--- src/rtl/pwm_pkg.sv ---
// Shared types and constants for the PWM capture block.
package pwm_pkg;

  typedef enum logic [1:0] {
    ST_IDLE    = 2'd0,
    ST_ARM     = 2'd1,
    ST_MEASURE = 2'd2
  } state_e;

  localparam int DUTY_SCALE = 100;
  localparam int DUTY_W     = 7;
  // Cycles after reset before s2 reflects the real pin level.
  localparam int SETTLE_CYCLES = 2;

endpackage

--- src/rtl/pwm_div.sv ---
// Sequential restoring divider, one quotient bit per cycle.
// busy covers the NUM_W iterations plus one drain cycle; done and quotient are valid in the last iteration cycle.
module pwm_div #(
  parameter int NUM_W = 23,
  parameter int DEN_W = 16
) (
  input  logic             clk,
  input  logic             rst,
  input  logic             start,
  input  logic [NUM_W-1:0] numerator,
  input  logic [DEN_W-1:0] denominator,
  output logic             busy,
  output logic             done,
  output logic [NUM_W-1:0] quotient
);

  localparam int IDX_W = $clog2(NUM_W + 1);

  logic [IDX_W-1:0] idx_q, idx_d;
  logic             busy_q, busy_d;
  logic [NUM_W-1:0] quo_q, quo_d;
  logic [DEN_W-1:0] rem_q, rem_d;
  logic [DEN_W-1:0] den_q, den_d;
  logic [DEN_W:0]   trial;

  always_comb begin
    idx_d  = idx_q;
    busy_d = busy_q;
    quo_d  = quo_q;
    rem_d  = rem_q;
    den_d  = den_q;
    done   = 1'b0;
    trial  = {rem_q, quo_q[NUM_W-1]};
    if (!busy_q) begin
      if (start) begin
        busy_d = 1'b1;
        idx_d  = IDX_W'(NUM_W);
        quo_d  = numerator;
        rem_d  = '0;
        den_d  = denominator;
      end
    end else if (idx_q != '0) begin
      if (trial >= {1'b0, den_q}) begin
        rem_d = DEN_W'(trial - {1'b0, den_q});
        quo_d = {quo_q[NUM_W-2:0], 1'b1};
      end else begin
        rem_d = trial[DEN_W-1:0];
        quo_d = {quo_q[NUM_W-2:0], 1'b0};
      end
      idx_d = idx_q - 1'b1;
      done  = (idx_q == IDX_W'(1));
    end else begin
      busy_d = 1'b0;
    end
  end

  always_ff @(posedge clk) begin
    if (rst) begin
      idx_q  <= '0;
      busy_q <= 1'b0;
      quo_q  <= '0;
      rem_q  <= '0;
      den_q  <= '0;
    end else begin
      idx_q  <= idx_d;
      busy_q <= busy_d;
      quo_q  <= quo_d;
      rem_q  <= rem_d;
      den_q  <= den_d;
    end
  end

  assign busy     = busy_q;
  assign quotient = quo_d;

endmodule

--- src/rtl/pwm_capture.sv ---
// PWM capture: measures period and high time of a pin waveform and reports integer duty percent.
//   state      | meaning
//   ST_IDLE    | wait for a settled low level on the synchronized pin
//   ST_ARM     | wait for the first rise; no result from it
//   ST_MEASURE | latch high time on fall, report period on every rise
module pwm_capture
  import pwm_pkg::*;
#(
  parameter int CNT_W = 16
) (
  input  logic              clk,
  input  logic              rst,
  input  logic              pwm_in,
  output logic [CNT_W-1:0]  period_cnt,
  output logic [CNT_W-1:0]  high_cnt,
  output logic [DUTY_W-1:0] duty_pct,
  output logic              valid,
  output logic              overrun,
  output logic              timeout
);

  localparam int              NUM_W   = CNT_W + DUTY_W;
  localparam logic [CNT_W-1:0] CNT_MAX = '1;

  state_e            state_q, state_d;
  logic              s1_q, s1_d, s2_q, s2_d, s3_q, s3_d;
  logic [1:0]        settle_q, settle_d;
  logic [CNT_W-1:0]  cnt_q, cnt_d;
  logic [CNT_W-1:0]  hi_q, hi_d;
  logic [CNT_W-1:0]  res_per_q, res_per_d;
  logic [CNT_W-1:0]  res_hi_q, res_hi_d;
  logic [CNT_W-1:0]  period_cnt_q, period_cnt_d;
  logic [CNT_W-1:0]  high_cnt_q, high_cnt_d;
  logic [DUTY_W-1:0] duty_q, duty_d;
  logic              valid_q, valid_d;
  logic              overrun_q, overrun_d;
  logic              timeout_q, timeout_d;

  logic              rise, fall;
  logic              div_start, div_busy, div_done;
  logic [NUM_W-1:0]  div_num, div_quo;
  logic              unused_quo_hi;

  assign rise          = s2_q & ~s3_q;
  assign fall          = ~s2_q & s3_q;
  assign div_num       = NUM_W'(hi_q) * NUM_W'(DUTY_SCALE);
  assign unused_quo_hi = ^div_quo[NUM_W-1:DUTY_W];

  always_comb begin
    s1_d         = pwm_in;
    s2_d         = s1_q;
    s3_d         = s2_q;
    settle_d     = (settle_q != 2'd0) ? settle_q - 2'd1 : 2'd0;
    cnt_d        = rise ? CNT_W'(1) : ((cnt_q == CNT_MAX) ? cnt_q : cnt_q + 1'b1);
    state_d      = state_q;
    hi_d         = hi_q;
    res_per_d    = res_per_q;
    res_hi_d     = res_hi_q;
    period_cnt_d = period_cnt_q;
    high_cnt_d   = high_cnt_q;
    duty_d       = duty_q;
    valid_d      = 1'b0;
    overrun_d    = 1'b0;
    timeout_d    = 1'b0;
    div_start    = 1'b0;

    case (state_q)
      ST_IDLE: begin
        if (settle_q == 2'd0 && !s2_q) state_d = ST_ARM;
      end
      ST_ARM: begin
        if (rise) state_d = ST_MEASURE;
      end
      ST_MEASURE: begin
        if (fall) begin
          hi_d = cnt_q;
        end else if (rise) begin
          if (div_busy) begin
            overrun_d = 1'b1;
          end else begin
            div_start = 1'b1;
            res_per_d = cnt_q;
            res_hi_d  = hi_q;
          end
        end else if (cnt_q == CNT_MAX) begin
          timeout_d = 1'b1;
          state_d   = ST_IDLE;
        end
      end
      default: state_d = ST_IDLE;
    endcase

    // Results come from the snapshot taken at division start, not the live hi_q.
    if (div_done) begin
      period_cnt_d = res_per_q;
      high_cnt_d   = res_hi_q;
      duty_d       = div_quo[DUTY_W-1:0];
      valid_d      = 1'b1;
    end
  end

  always_ff @(posedge clk) begin
    if (rst) begin
      state_q      <= ST_IDLE;
      s1_q         <= 1'b0;
      s2_q         <= 1'b0;
      s3_q         <= 1'b0;
      settle_q     <= 2'(SETTLE_CYCLES);
      cnt_q        <= '0;
      hi_q         <= '0;
      res_per_q    <= '0;
      res_hi_q     <= '0;
      period_cnt_q <= '0;
      high_cnt_q   <= '0;
      duty_q       <= '0;
      valid_q      <= 1'b0;
      overrun_q    <= 1'b0;
      timeout_q    <= 1'b0;
    end else begin
      state_q      <= state_d;
      s1_q         <= s1_d;
      s2_q         <= s2_d;
      s3_q         <= s3_d;
      settle_q     <= settle_d;
      cnt_q        <= cnt_d;
      hi_q         <= hi_d;
      res_per_q    <= res_per_d;
      res_hi_q     <= res_hi_d;
      period_cnt_q <= period_cnt_d;
      high_cnt_q   <= high_cnt_d;
      duty_q       <= duty_d;
      valid_q      <= valid_d;
      overrun_q    <= overrun_d;
      timeout_q    <= timeout_d;
    end
  end

  pwm_div #(
    .NUM_W(NUM_W),
    .DEN_W(CNT_W)
  ) u_div (
    .clk        (clk),
    .rst        (rst),
    .start      (div_start),
    .numerator  (div_num),
    .denominator(cnt_q),
    .busy       (div_busy),
    .done       (div_done),
    .quotient   (div_quo)
  );

  assign period_cnt = period_cnt_q;
  assign high_cnt   = high_cnt_q;
  assign duty_pct   = duty_q;
  assign valid      = valid_q;
  assign overrun    = overrun_q;
  assign timeout    = timeout_q;

endmodule
--- config.mk ---
export PLATFORM = sky130hd
export DESIGN_NAME = pwm_capture
export DESIGN_NICKNAME = d
export VERILOG_FILES = /design/src/rtl/pwm_pkg.sv /design/src/rtl/pwm_div.sv /design/src/rtl/pwm_capture.sv
export SDC_FILE = /design/constraint.sdc
export NUM_CORES = 1
export LEC_CHECK = 0
export ABC_AREA = 1
export ABC_CLOCK_PERIOD_IN_PS = 3600
export BUFFER_PORTS_ARGS = -buffer_cell sky130_fd_sc_hd__buf_2
export CORE_ASPECT_RATIO = 2
export CORE_MARGIN = 2
export CORE_UTILIZATION = 40
export DETAILED_ROUTE_END_ITERATION = 8
export PLACE_DENSITY_LB_ADDON = 0.2
export SETUP_SLACK_MARGIN = 0.4
export SYNTH_ARGS = -nofsm -noshare
export SYNTH_HDL_FRONTEND = slang
export SYNTH_SLANG_ARGS = --single-unit
--- constraint.sdc ---
create_clock -name clk -period 3.6 [get_ports clk]
set_clock_uncertainty 0.15 [all_clocks]
set_input_delay 0.18 -clock clk [delete_from_list [all_inputs] [get_ports clk]]
set_output_delay 0.18 -clock clk [all_outputs]
set_load 0.02 [all_outputs]
Word level (Yosys, flattened, before mapping)
Index checks and enable logic that the tools add are counted.

storage, ports and cells
  bits of input ports = 3
  memories kept = 0
  bits in registers = 174
  output and inout port bits = 42
  ROM bits = 0
  RAM bits = 0
  logic and storage cells = 97
  bits in latches = 0

cells by class
  reduce and logical (&&, ||, !) cells = 16
  multiply operators = 1
  $add $sub $neg = 4
  shift-type cells = 0
  div/mod/pow operators = 0
  mux-type cells = 32
  eq/ne operators = 11
  bitwise operators = 9
  magnitude comparators = 1

operator list
  operator                                                              number
  23-bit two-way mux                                                    3
  16-bit two-way mux                                                    4
  16-bit by 5-bit multiplier with 21-bit output, second input constant  1
  17-bit by 16-bit greater-or-equal comparator with 1-bit output        1
  16-bit by 1-bit adder with 16-bit output, second input constant       1
  16-bit == test, second input constant                                 1
  16-bit subtractor                                                     1
  1-bit two-way mux                                                     15
  5-bit two-way mux                                                     3
  2-bit != test, second input constant                                  7
  2-bit two-way mux                                                     6
  4-bit OR reduction                                                    2
  1-bit NOT                                                             7
  2-bit case mux with 3 select lines                                    1
  2-bit AND reduction                                                   3
  5-bit by 1-bit == test with 1-bit output, second input constant       1
  5-bit AND reduction                                                   1
  5-bit nonzero test                                                    1
  5-bit by 1-bit subtractor with 5-bit output, second input constant    1
  2-bit zero test                                                       2
  4-bit AND reduction                                                   1
  2-bit nonzero test                                                    2
  2-bit OR reduction                                                    2
  1-bit AND                                                             2
  5 further kinds                                                       5

Depth between registers and ports, before layout
  word-level depth = 7
  depth in mapped cells = 16
  mapped depth without buffers = 16

Cells and area by module
A second synthesis with hierarchy kept.

second synthesis, totals
  cells, all modules = 1496
  area, all modules = 10342.4 sq um

by module, submodules not included
  module       times used  seq. area each (sq um)  cells each  area an instance (sq um)
  pwm_capture  1           2262.2                  862         6099.6
  pwm_div      1           1221.2                  634         4242.8

Worst setup path before layout
OpenSTA, ideal clock, no wires.

  path kind = reg-to-reg
  from = register hi_q[4]
  to = register u_div.quo_q[17]
  clock period less this slack = 2.842 ns
  setup slack = 0.758 ns
  data required time = 3.335 ns
  data arrival time = 2.577 ns
  setup time = 0.115 ns
  path buffers = 0
  cell stages (with the launch flop) = 16
  cell sequence = dfxtp_1 ha_1 ha_1 inv_1 fa_1 inv_1 ha_1 a21oi_1 nor2_1 nor2_1 nand2_1 nand2_1 nand2_1 nor2_1 nor2_1 o21a_1

on the way
  word-level cells in the longest chain between the ends = 3

ends and longest elaborated chain
  item                                           RTL line            RTL
  from (decl)                                    pwm_capture.sv:29   logic [CNT_W-1:0] hi_q, hi_d;
  from (signal assigned)                         pwm_capture.sv:126  hi_q <= hi_d;
  16-bit by 5-bit multiplier with 21-bit output  pwm_capture.sv:46   assign div_num = NUM_W'(hi_q) * NUM_W'(DUTY_SCALE);
  23-bit two-way mux                             pwm_div.sv:35       if (start) begin
  23-bit two-way mux                             pwm_div.sv:34       if (!busy_q) begin
  to (signal assigned)                           pwm_div.sv:67       quo_q <= quo_d;
  to (decl)                                      pwm_div.sv:21       logic [NUM_W-1:0] quo_q, quo_d;

No other way between the ends. The select of a mux whose other input is x is not followed.
A chain may end at the register's enable or synchronous reset.

Final worst setup path
  from = register hi_q[6]
  to = register u_div.quo_q[19]

Same word-level chain as after synthesis.

==> summary.md <==
| Metric | Value |
|---|---|
| Routed Antenna Nets | `0` |
| Most frequent cells in the layout | `nand2_1 (237), inv_1 (184), dfxtp_1 (169), nor2_1 (163), o21ai_0 (104)` |
| Layout Nets | `~1400` |
| Reg-to-reg slack, setup | `between 500 and 600 ps` |
| Initial antenna violation count | `0` |
| Logic pwr share | `0.024` |
| Reg power frac | `0.482` |
| Slowest CP cell | `fa_1` |
| Adder-cell share of the synthesized area | `0.125` |
| RSZ-0062 raised after global routing | `no` |
| Clock Latency Late Sink | `about 460 ps` |
| Fill count | `about 2400` |
| Dpl hpwl | `approximately 20000 um` |
| TritonCTS Buffers | `17` |
| Routed wire length | `between 20000 and 30000 um` |
| CTS tree | `yes` |
| Worst hold slack | `between 200 and 300 ps` |
| Largest net degree at the start of global routing | `53` |
| Die area | `approximately 25000 sq um` |
| Synth area leader | `dfxtp_1` |
| Avg Inst Size Synth | `around 7.2 sq um` |
| Root Driver | `clkbuf_16` |
| Placement Rows | `between 70 and 80` |
| Most common cell after layout, fill and taps aside | `nand2_1` |
| Number of synthesized register bits | `~170` |
| Vert. Die Dim | `roughly 220 um` |
| Post-synth EDFFs | `0` |
| Crit-path max FO | `5` |
| First-pass GRT wire length | `41900 um` |
| Worst EP required | `~3800 ps` |
| Synth Area in XOR/XNOR | `0.0197` |
| FF-to-FF path depth | `15` |
| DR DRC count | `0` |
| Gpl congestion | `0.935` |
| Die width | `around 110 um` |
| FFs w/ async S/R, synth | `0` |
| Final Hold Viols | `0` |
| Vias per cell | `slightly above 5` |
| Via count | `just over 8000` |
| Prevailing post-synth register cell | `dfxtp_1` |
| CP most frequent cell | `nand2_1` |
| WP data arrival | `3270 ps` |
| Max incr delay on CP | `~500 ps` |
| Synth warnings | `0` |
| Worst rel slew slack | `0.509` |
| H-tree Lvls | `4` |
| Synth unique cells | `38` |
| Mux share of post-synthesis cell area | `0` |
| Maximum buffer depth of the clock tree | `2` |
| # diodes | `0` |
| Max Freq | `331 MHz` |
| DRT iter0 DRCs | `between 300 and 400` |
| Sw frac | `0.237` |
| Peak supply drop | `between 0.3 and 0.4 mV` |
| Max cap viols | `0` |
| Power share of the clock group | `0.494` |
| Cells after Synth | `1304` |
| Synth Area in Simple Gates | `0.260` |
| DRT Pass-1 Iters | `5` |
| Core area | `~23000 sq um` |
| Fin. max-slew vios | `0` |
| Final setup viols | `0` |
| Proportion of netlist area held by the largest area contributor | `0.373` |
| Min-delay src | `s1_q` |
| Vias in the first global route | `between 8000 and 9000` |
| Period Utilization, post-route | `0.840` |
| Total GRT Usage | `0.221` |
| Largest family of logic cells by synthesized area | `simple AND/OR/NAND/NOR gates` |
| Crit path launch type | `register` |
| Tightest Hold Check Type | `reg2reg` |
| IO buf count | `between 40 and 50` |
| Reg2reg start | `hi_q[6]` |
| Internal power | `3.08 mW` |
| Leak pwr | `5.14 nW` |
| Setup_tns | `0 ps` |
| Io pins | `45` |
| Pwr dens | `roughly 380 nW/um^2` |
| Critical path type | `reg2reg` |
| Crit end category | `register` |
| Status | `finished clean` |
| Clk slew on worst S/H paths | `approximately 70 ps` |
| Top cells by area, synth | `dfxtp_1 (37%), ha_1 (9.9%), nand2_1 (9.6%), inv_1 (7.4%), nor2_1 (6.6%)` |
| Worst hold stages | `2` |
| Synthesis-to-finish area growth | `13.3%` |
| DR WL/cell | `15.9 um` |
| Starting density of the core | `0.404` |
| Hold Path Sink | `s2_q` |
| Worst-path cell chain | `ha_1 > ha_1 > inv_1 > fa_1 > inv_1 > ha_4 > nand2_1 > nand2_1 > nand3_1 > nand2_1 > a21oi_1 > nand2_1 > nand2_1 > nand3_1 > a21oi_1` |
| Clk sink count | `174` |
| Synth Area in Compound Gates | `0.125` |
| Worst-Margin Slew | `between 700 and 800 ps` |
| Share of cells above drive strength 1 | `0.0927` |
| P_sw | `about 950 uW` |
| Sequential share of the synthesized area | `0.373` |
| Period minus WS final | `between 3000 and 4000 ps` |
| Syn nets | `roughly 1400` |
| Reg-to-reg endpoint | `u_div.quo_q[19]` |
| GRT overflow | `0` |
| Synthesized area | `approximately 9300 sq um` |
-- kinds of logic (layout without fill, tap and decap cells) --
logic type      count (synthesis)  after routing
flops                         174            174
buf+inv                       238            282
xor+xnor                       21             21
fa+ha+maj                      86             86
compound gates                220            220
simple gates                  565            565
-- power by group through the flow --
stage	Sequential (mW)	Combinational, mW	Clock [mW]
floorplan	1.98	0.0691	0
finish	1.94	0.0952	1.99
CTS	1.94	0.0958	2.04
global route	1.95	0.108	2.11
global placement	1.99	0.0940	0
detailed placement	1.99	0.0937	0
-- worst max path at each step --
stage / from / to / cells after the start
after global routing: hi_q[6] / u_div.quo_q[17] / 16
after CTS: hi_q[8] / u_div.quo_q[19] / 13
final: hi_q[6] / u_div.quo_q[19] / 15
after floorplan: hi_q[4] / u_div.quo_q[17] / 15
after detailed placement: hi_q[6] / u_div.quo_q[14] / 12
after global placement: hi_q[6] / u_div.quo_q[14] / 12
-- flip-flops by register name, indices dropped and copies added (netlist names), 2 cells and up --
| signal | flops |
|---|---|
| duty_pct | 7 |
| res_hi_q | 16 |
| high_cnt | 16 |
| period_cnt | 16 |
| cnt_q | 16 |
| res_per_q | 16 |
| state_q | 2 |
| u_div.rem_q | 16 |
| u_div.quo_q | 23 |
| u_div.den_q | 16 |
| hi_q | 16 |
| settle_q | 2 |
| u_div.idx_q | 5 |
-- synthesized netlist by cell type, types with 12 or more instances --
cell and n:
nand3_1 103, fa_1 12, a21oi_1 83, inv_1 185
nand2_1 240, nor3_1 14, dfxtp_1 174, clkbuf_1 33
nand3b_1 20, ha_1 74, xnor2_1 13, nor2_1 163
o21ai_0 106
-- repair_timing --
item,CTS,global route
hold endpoints to repair,4,0
pin swaps,0,1
gates resized for setup,2,26
setup buffers,0,1
hold buffers,2,0
endpoints found under the setup margin,2,10
-- metrics by stage --
step,std cells,area [sq um],power (mW),worst slack [ps],util
final,1631,10600,4.03,575,0.457
after global routing,1631,10600,4.16,411,0.457
after CTS,1630,10500,4.08,430,0.452
after detailed placement,1597,9820,2.08,271,0.424
after global placement,1597,9820,2.08,296,0.424
after floorplan,1304,9340,2.05,758,-
-- metal layers --
metal	part of all wire	wire length (um)	global-route usage	up-vias
met2	0.56	14600	0.434	111
met5	0	0	0	-
met3	0.026	669	0.0415	66
li1	-	-	-	4259
met4	0.067	1740	0.145	0
met1	0.35	9000	0.201	3872
-- worst max-delay path: cells and delay by family, from the launching register on --
family	cells	cell delay, ps
AO/OA/AOI/OAI	2	370
adder cells (fa/ha/maj)	4	1350
AND/OR/NAND/NOR	7	600
buffers and inverters	2	120
flip-flops	1	370
-- area by class of cell --
| class | count | area [sq um] | area share |
|---|---|---|---|
| multi-input combinational | 892 | 5050 | 0.477 |
| sequential | 174 | 3490 | 0.330 |
| inverter | 191 | 717 | 0.0678 |
| clock buffer | 17 | 425 | 0.0402 |
| tap | 283 | 354 | 0.0335 |
| timing repair buffer | 60 | 345 | 0.0326 |
| clock inverter | 14 | 201 | 0.0190 |
No activity file was read; power rests on OpenSTA's default activity.
